`src/rtl/uarch_pkg.sv`:
```
// Shared micro-architecture constants and types for the core front end.
//   FETCH_WIDTH    instructions per imem response packet
//   PIPE_WIDTH     instructions handed to the decoder per cycle
//   CPU_ADDR_BITS  address width
//   CPU_INST_BITS  instruction width
//   PC_RESET       PC loaded on reset
//   CLK_PERIOD     nominal clock period for benches
//   ib_entry_t     one instruction-buffer entry: packet PC plus packet data
package uarch_pkg;

    localparam int unsigned FETCH_WIDTH   = 2;
    localparam int unsigned PIPE_WIDTH    = FETCH_WIDTH;
    localparam int unsigned CPU_ADDR_BITS = 32;
    localparam int unsigned CPU_INST_BITS = 32;
    localparam int unsigned CLK_PERIOD    = 10;

    localparam logic [CPU_ADDR_BITS-1:0] PC_RESET = 32'h0000_0000;

    // Byte stride between consecutive fetch packets.
    localparam logic [CPU_ADDR_BITS-1:0] PACKET_BYTES = CPU_ADDR_BITS'(4 * FETCH_WIDTH);

    typedef struct packed {
        logic [CPU_ADDR_BITS-1:0]             pc;
        logic [FETCH_WIDTH*CPU_INST_BITS-1:0] insts;
    } ib_entry_t;

endpackage

```
`src/rtl/fetch_ibuf.sv`:
```
// Instruction buffer: synchronous FIFO of ib_entry_t packets.
// Ports:
//   clk, rst       clock, asynchronous active-low reset
//   clear          synchronous flush of all entries (wins over push/pop)
//   push/push_data write one entry; accepted when not full, or when full and popping
//   pop/head       head entry and its removal; pop ignored when empty
//   is_empty/is_full/count  occupancy
// DEPTH must be a power of two and at least 2.
module fetch_ibuf
    import uarch_pkg::*;
#(
    parameter int unsigned  DEPTH = 4,
    localparam int unsigned PTR_W = $clog2(DEPTH),
    localparam int unsigned CNT_W = PTR_W + 1
) (
    input  logic             clk,
    input  logic             rst,
    input  logic             clear,
    input  logic             push,
    input  ib_entry_t        push_data,
    input  logic             pop,
    output ib_entry_t        head,
    output logic             is_empty,
    output logic             is_full,
    output logic [CNT_W-1:0] count
);

    ib_entry_t        mem_q [DEPTH];
    logic [PTR_W-1:0] wr_ptr_q;
    logic [PTR_W-1:0] rd_ptr_q;
    logic [CNT_W-1:0] count_q;
    logic             do_push;
    logic             do_pop;

    assign is_empty = (count_q == '0);
    assign is_full  = (count_q == CNT_W'(DEPTH));
    assign count    = count_q;
    assign head     = mem_q[rd_ptr_q];

    assign do_pop  = pop & ~is_empty;
    assign do_push = push & (~is_full | do_pop);

    always_ff @(posedge clk or negedge rst) begin
        if (!rst) begin
            wr_ptr_q <= '0;
            rd_ptr_q <= '0;
            count_q  <= '0;
        end else if (clear) begin
            wr_ptr_q <= '0;
            rd_ptr_q <= '0;
            count_q  <= '0;
        end else begin
            if (do_push) wr_ptr_q <= wr_ptr_q + PTR_W'(1);
            if (do_pop)  rd_ptr_q <= rd_ptr_q + PTR_W'(1);
            count_q <= count_q + CNT_W'(do_push) - CNT_W'(do_pop);
        end
    end

    // Storage needs no reset: the head is only consumed while the buffer is non-empty.
    always_ff @(posedge clk) begin
        if (do_push && !clear) mem_q[wr_ptr_q] <= push_data;
    end

endmodule

```
`src/rtl/fetch_unit.sv`:
```
// Front-end fetch stage: owns the PC, issues one packet request per cycle to
// instruction memory, pairs in-order responses with their PCs in an instruction
// buffer, and hands PIPE_WIDTH instructions to the decoder with valid/ready.
// Ports:
//   clk, rst                     clock, asynchronous active-low reset
//   flush, pc_sel, rob_pc        ROB flush; pc_sel[0] loads rob_pc on flush
//   imem_req_*                   request channel (address = PC)
//   imem_rec_*                   response channel (instruction k at [32k+31:32k])
//   decoder_rdy, fetch_val       decoder handshake
//   insts, inst_pcs              buffer-head instructions and their PCs
// Optional: define FETCH_PERF_CNT_EN to add saturating perf_fetched / perf_stall.
module fetch_unit
    import uarch_pkg::*;
#(
    parameter int unsigned IB_DEPTH = 4
) (
    input  logic                                      clk,
    input  logic                                      rst,
    input  logic                                      flush,
    input  logic [2:0]                                pc_sel,
    input  logic [CPU_ADDR_BITS-1:0]                  rob_pc,
    input  logic                                      imem_req_rdy,
    output logic                                      imem_req_val,
    output logic [CPU_ADDR_BITS-1:0]                  imem_req_packet,
    output logic                                      imem_rec_rdy,
    input  logic                                      imem_rec_val,
    input  logic [FETCH_WIDTH*CPU_INST_BITS-1:0]      imem_rec_packet,
    input  logic                                      decoder_rdy,
    output logic [PIPE_WIDTH-1:0][CPU_ADDR_BITS-1:0]  inst_pcs,
    output logic [PIPE_WIDTH-1:0][CPU_INST_BITS-1:0]  insts,
    output logic                                      fetch_val
`ifdef FETCH_PERF_CNT_EN
    ,
    output logic [31:0]                               perf_fetched,
    output logic [31:0]                               perf_stall
`endif
);

    localparam int unsigned PTR_W  = $clog2(IB_DEPTH);
    localparam int unsigned CNT_W  = PTR_W + 1;
    localparam int unsigned SUM_W  = CNT_W + 1;
    // Responses still owed by memory for flushed requests; 8 bits covers any
    // memory with fewer than 256 requests outstanding.
    localparam int unsigned DROP_W = 8;

    logic [CPU_ADDR_BITS-1:0] pc_q, pc_d;
    logic [CPU_ADDR_BITS-1:0] infl_pc_q [IB_DEPTH];
    logic [PTR_W-1:0]         infl_wr_q, infl_rd_q;
    logic [CNT_W-1:0]         infl_cnt_q;
    logic [DROP_W-1:0]        drop_cnt_q, drop_cnt_d;
    logic [DROP_W-1:0]        outstanding;

    ib_entry_t                ib_head, ib_wdata;
    logic                     ib_empty, ib_full;
    logic [CNT_W-1:0]         ib_count;
    logic [SUM_W-1:0]         credit_used;
    logic                     req_fire, rec_fire, rec_keep, ib_pop;

    logic unused_pc_sel;
    assign unused_pc_sel = ^pc_sel[2:1];

    // Only request when every in-flight packet is guaranteed a buffer slot.
    assign credit_used     = SUM_W'(ib_count) + SUM_W'(infl_cnt_q);
    assign imem_req_val    = rst & ~flush & (credit_used < SUM_W'(IB_DEPTH));
    assign imem_req_packet = pc_q;
    assign req_fire        = imem_req_val & imem_req_rdy;

    assign imem_rec_rdy = ~ib_full;
    assign rec_fire     = imem_rec_val & imem_rec_rdy;
    // A response is kept only if it answers a live request: nothing in the flush
    // cycle, and not while responses to flushed requests are still draining.
    assign rec_keep     = rec_fire & ~flush & (drop_cnt_q == '0) & (infl_cnt_q != '0);

    assign ib_wdata.pc    = infl_pc_q[infl_rd_q];
    assign ib_wdata.insts = imem_rec_packet;

    assign fetch_val = ~ib_empty;
    assign ib_pop    = fetch_val & decoder_rdy;

    fetch_ibuf #(
        .DEPTH (IB_DEPTH)
    ) ib (
        .clk       (clk),
        .rst       (rst),
        .clear     (flush),
        .push      (rec_keep),
        .push_data (ib_wdata),
        .pop       (ib_pop),
        .head      (ib_head),
        .is_empty  (ib_empty),
        .is_full   (ib_full),
        .count     (ib_count)
    );

    // Outputs read zero while the buffer is empty.
    always_comb begin
        insts    = '0;
        inst_pcs = '0;
        if (!ib_empty) begin
            for (int unsigned k = 0; k < PIPE_WIDTH; k++) begin
                insts[k]    = ib_head.insts[k*CPU_INST_BITS +: CPU_INST_BITS];
                inst_pcs[k] = ib_head.pc + CPU_ADDR_BITS'(4 * k);
            end
        end
    end

    always_comb begin
        pc_d = pc_q;
        if (flush) begin
            if (pc_sel[0]) pc_d = rob_pc;
        end else if (req_fire) begin
            pc_d = pc_q + PACKET_BYTES;
        end
    end

    // On flush every outstanding request becomes a drop, less the one whose
    // response is consumed (and discarded) in the flush cycle itself.
    assign outstanding = drop_cnt_q + DROP_W'(infl_cnt_q);

    always_comb begin
        drop_cnt_d = drop_cnt_q;
        if (flush) begin
            drop_cnt_d = outstanding - DROP_W'(rec_fire && (outstanding != '0));
        end else if (rec_fire && (drop_cnt_q != '0)) begin
            drop_cnt_d = drop_cnt_q - DROP_W'(1);
        end
    end

    always_ff @(posedge clk or negedge rst) begin
        if (!rst) begin
            pc_q       <= PC_RESET;
            drop_cnt_q <= '0;
            infl_wr_q  <= '0;
            infl_rd_q  <= '0;
            infl_cnt_q <= '0;
        end else begin
            pc_q       <= pc_d;
            drop_cnt_q <= drop_cnt_d;
            if (flush) begin
                infl_wr_q  <= '0;
                infl_rd_q  <= '0;
                infl_cnt_q <= '0;
            end else begin
                if (req_fire) infl_wr_q <= infl_wr_q + PTR_W'(1);
                if (rec_keep) infl_rd_q <= infl_rd_q + PTR_W'(1);
                infl_cnt_q <= infl_cnt_q + CNT_W'(req_fire) - CNT_W'(rec_keep);
            end
        end
    end

    // req_fire never coincides with flush, so no clear guard is needed here.
    always_ff @(posedge clk) begin
        if (req_fire) infl_pc_q[infl_wr_q] <= pc_q;
    end

`ifdef FETCH_PERF_CNT_EN
    logic [31:0] perf_fetched_q, perf_stall_q;
    logic        stall_now;

    assign stall_now = (fetch_val & ~decoder_rdy) | (imem_req_val & ~imem_req_rdy);

    always_ff @(posedge clk or negedge rst) begin
        if (!rst) begin
            perf_fetched_q <= '0;
            perf_stall_q   <= '0;
        end else begin
            if (ib_pop && !flush && (perf_fetched_q != '1)) begin
                perf_fetched_q <= perf_fetched_q + 32'd1;
            end
            if (stall_now && (perf_stall_q != '1)) begin
                perf_stall_q <= perf_stall_q + 32'd1;
            end
        end
    end

    assign perf_fetched = perf_fetched_q;
    assign perf_stall   = perf_stall_q;
`endif

endmodule

```
`config.mk`:
```
export PLATFORM = sky130hd
export DESIGN_NAME = fetch_unit
export DESIGN_NICKNAME = d
export VERILOG_FILES = /design/src/rtl/uarch_pkg.sv /design/src/rtl/fetch_ibuf.sv /design/src/rtl/fetch_unit.sv
export SDC_FILE = /design/constraint.sdc
export NUM_CORES = 1
export LEC_CHECK = 0
export CAP_MARGIN = 20
export CORE_UTILIZATION = 30
export CTS_BUF_LIST = sky130_fd_sc_hd__clkbuf_4
export DETAILED_ROUTE_END_ITERATION = 6
export HOLD_SLACK_MARGIN = 0.12
export PLACE_DENSITY = 0.49
export SKIP_CTS_REPAIR_TIMING = 1
export SYNTH_ARGS = -nofsm -noshare
export SYNTH_HDL_FRONTEND = slang
export SYNTH_HIERARCHICAL = 1
export SYNTH_SLANG_ARGS = --single-unit
```
`constraint.sdc`:
```
create_clock -name clk -period 5.35 [get_ports clk]
set_input_delay 1.07 -clock clk [delete_from_list [all_inputs] [get_ports clk]]
set_output_delay 1.07 -clock clk [all_outputs]
set_load 0.005 [all_outputs]
```
==> run_results.csv <==
group,metric,value,unit
placement,dp_cells,2588,
floorplan,rows,102,
logic_synthesis,muxShareOfSynthArea,12.8,%
clock_tree,cts_made_buffers,157,
clock_tree,clock-sinks,566,
logic_synthesis,synth_edf_count,512,
sta,holdWs,0.365,ns
floorplan,fp.dieW,281,microns
clock_tree,clock_path_buffers,3,
drt,drtAntennaViolNets,0,
finish,area_growth,27.0,%
power_and_ir_drop,peakVddDrop,0.000155,V
logic_synthesis,yosysWarnings,6,
finish,layout_commonest_cell,"edfxtp_1",
logic_synthesis,syn_nets,1445,
finish,nFillCells,7328,
logic_synthesis,synth_area_leaders,"edfxtp_1, mux4_2, dfrtp_1",
clock_tree,htree_levels,4,
global_route,grt_overflow,0,
floorplan,pin_count,268,
logic_synthesis,synthFlopType,"edfxtp_1",
sta,timing_worst_slew_pin_value,0.870,ns
power_and_ir_drop,p_leak,9.64,nW
drt,via_per_inst,4.71,
logic_synthesis,syn_area_per_cell,17.8,sq um
logic_synthesis,synthCells,1315,
floorplan,fp.coreArea,77300,sq um
sta,skew,0.0417,ns
clock_tree,cts_tree,"done",
worst_setup_path,crit_type,"register to primary output",
worst_setup_path,crit_fanout,11,
finish,design_area,29700,sq um
logic_synthesis,synthSimpleGateAreaFrac,7.59,%
placement,routabilityCongestion,0.765,
floorplan,start_util,30.3,%
floorplan,die_h,281,microns
outcome,status,"finished, final reports clean",
drt,num_vias,13500,
flow_run,timing.max_cap.violations,0,
logic_synthesis,yosysTopAreaCellShare,65.6,%
global_route,antenna_found_initial,4,
sta,hold_violations,0,
finish,final_net_count,1854,
finish,drive_above_1_share,25.0,%
logic_synthesis,syn-cell-area,23400,sq um
placement,dp_hpwl,35600,microns
finish,fin_cells,2876,
logic_synthesis,yosysTopAreaCell,"edfxtp_1",
global_route,track_usage,14.5,%
clock_tree,insertion_delay,0.93,ns
drt,drt_iter0_markers,710,
logic_synthesis,ys_ff_latch,566,
sta,layout_min_cycle_time,5.12,ns
drt,avgRoutedWirePerCell,19.8,microns
worst_setup_path,worstSetupStartpointType,"register",
logic_synthesis,synth_top_family_by_area,"multiplexers",
min_path,hold_path.class,"primary input to async pin",
worst_setup_path,crit_required,4.28,ns
logic_synthesis,synthArstFlopShare,9.54,%
global_route,grt_pass1_vias,14100,
worst_setup_path,crit_path_end_kind,"primary output",
floorplan,die_area,79200,sq um
placement,place_area,27400,sq um
drt,first_pass_iters,5,
logic_synthesis,synth_compound_area_share,3.52,%
power_and_ir_drop,power_density,326,nW/um^2
drt,drc,0,
power_and_ir_drop,p_total,9.68,mW
global_route,grt_start_max_net_pins,129,
finish,layout_common_cells,"edfxtp_1, clkdlybuf4s50_1, clkbuf_4",
worst_setup_path,arrival,4.05,ns
sta,setup_tns,0,ns
logic_synthesis,synth_fa_ha_area_share,1.43,%
clock_tree,root_buffer,"clkbuf_4",
logic_synthesis,synth-seq-area-share,71.4,%
logic_synthesis,synth.distinct_cells,58,
logic_synthesis,synth-xor-area-share,1.38,%
global_route,grt_pass1_wl,84800,microns
sta,finalMaxSlewViolations,0,
sta,fmax,195,MHz
sta,period_share,95.8,%
drt,routed_wl,56900,microns
sta,max_slew_margin,42.0,%
sta,setup_viol,0,
clock_tree,clk_pin_slew,0.06,ns
placement,portBuffers,265,
## stage by stage
step | setup WS (ns) | util (%)
after floorplan | 0.613 | -
after global placement | 0.310 | 35.5
after detailed placement | 0.313 | 35.5
after CTS | -0.791 | 38.1
after global routing | -0.00801 | 38.5
final | 0.226 | 38.5
## critical path, stage by stage (launching register included)
cell and delay, ns:
dfrtp_4 0.55, buf_16 0.19, mux4_2 0.41, and4_1 0.25, nand4_1 0.10, buf_4 0.18, buf_12 0.13, or3_4 0.39
nor3_2 0.14, mux2_2 0.36, clkdlybuf4s50_1 0.45
## sequential cells by signal, summed over array words and instances (netlist names)
register / cells
drop_cnt_q: 8
ib/count: 3
ib/mem_q: 384
ib/rd_ptr_q: 2
ib/wr_ptr_q: 2
imem_req_packet: 32
infl_cnt_q: 3
infl_pc_q: 128
infl_rd_q: 2
infl_wr_q: 2
## cell usage after synthesis (all sizes together) (5+ instances only)
cell      n
a211oi    6
a21o      8
a21oi    39
a22oi     8
and2     12
and3      8
and4      5
buf      29
clkbuf   38
dfrtp    54
edfxtp  512
ha       22
inv      29
mux2      6
mux2i     5
mux4    128
nand2    37
nand3    28
nand4    20
nor2     61
nor2b    98
nor3     20
nor3b     5
nor4     10
o21ai    30
o22ai     8
or3       7
xnor2    22
xor2     15
## metal layers
| layer | part of all wire (%) | global-route usage [%] |
|---|---|---|
| met5 | 0.058 | 0 |
| met2 | 48 | 23.1 |
| met3 | 6.5 | 4.45 |
| met1 | 44 | 18.7 |
| met4 | 1.4 | 4.86 |
## path summary, 6_finish.rpt
kind                           startpoint        endpoint  slack [ns]  cells after the start
max                        ib/rd_ptr_q[0]    inst_pcs[63]        0.23                     10
min                                   rst   drop_cnt_q[1]        0.37                      2
max reg2reg                 drop_cnt_q[1]  ib/mem_q[3][4]        1.82                      7
min reg2reg                  infl_rd_q[0]    infl_rd_q[0]        0.57                      2
max in group asynchronous             rst  ib/rd_ptr_q[0]        4.37                      2
min in group clk             infl_rd_q[0]    infl_rd_q[0]        0.57                      2
## layout make-up
cell class	instances	area, sq um	area share [%]
timing repair buffer	317	3220	10.8
sequential	566	16700	56.3
antenna	1	2.50	0.00841
multi-input combinational	652	6320	21.3
clock buffer	227	1700	5.73
clock inverter	43	352	1.18
tap	1040	1300	4.37
inverter	30	113	0.379
## cells by family (layout without fill, tap and decap cells)
family,count (synthesis),count (layout)
multiplexers,139,139
AND/OR/NAND/NOR,322,322
XOR/XNOR,37,37
adder cells (fa/ha/maj),25,25
other,0,1
AO/OA/AOI/OAI,129,129
buffers and inverters,97,617
flip-flops,566,566
## report_power, final
| part | switching, mW | total [mW] | internal (mW) | leakage [nW] |
|---|---|---|---|---|
| clock | 1.77 | 3.99 | 2.23 | 1.20 |
| combinational | 0.275 | 0.564 | 0.289 | 3.19 |
| sequential | 0.177 | 5.13 | 4.95 | 5.26 |
Power figures use the tool's default switching activity.
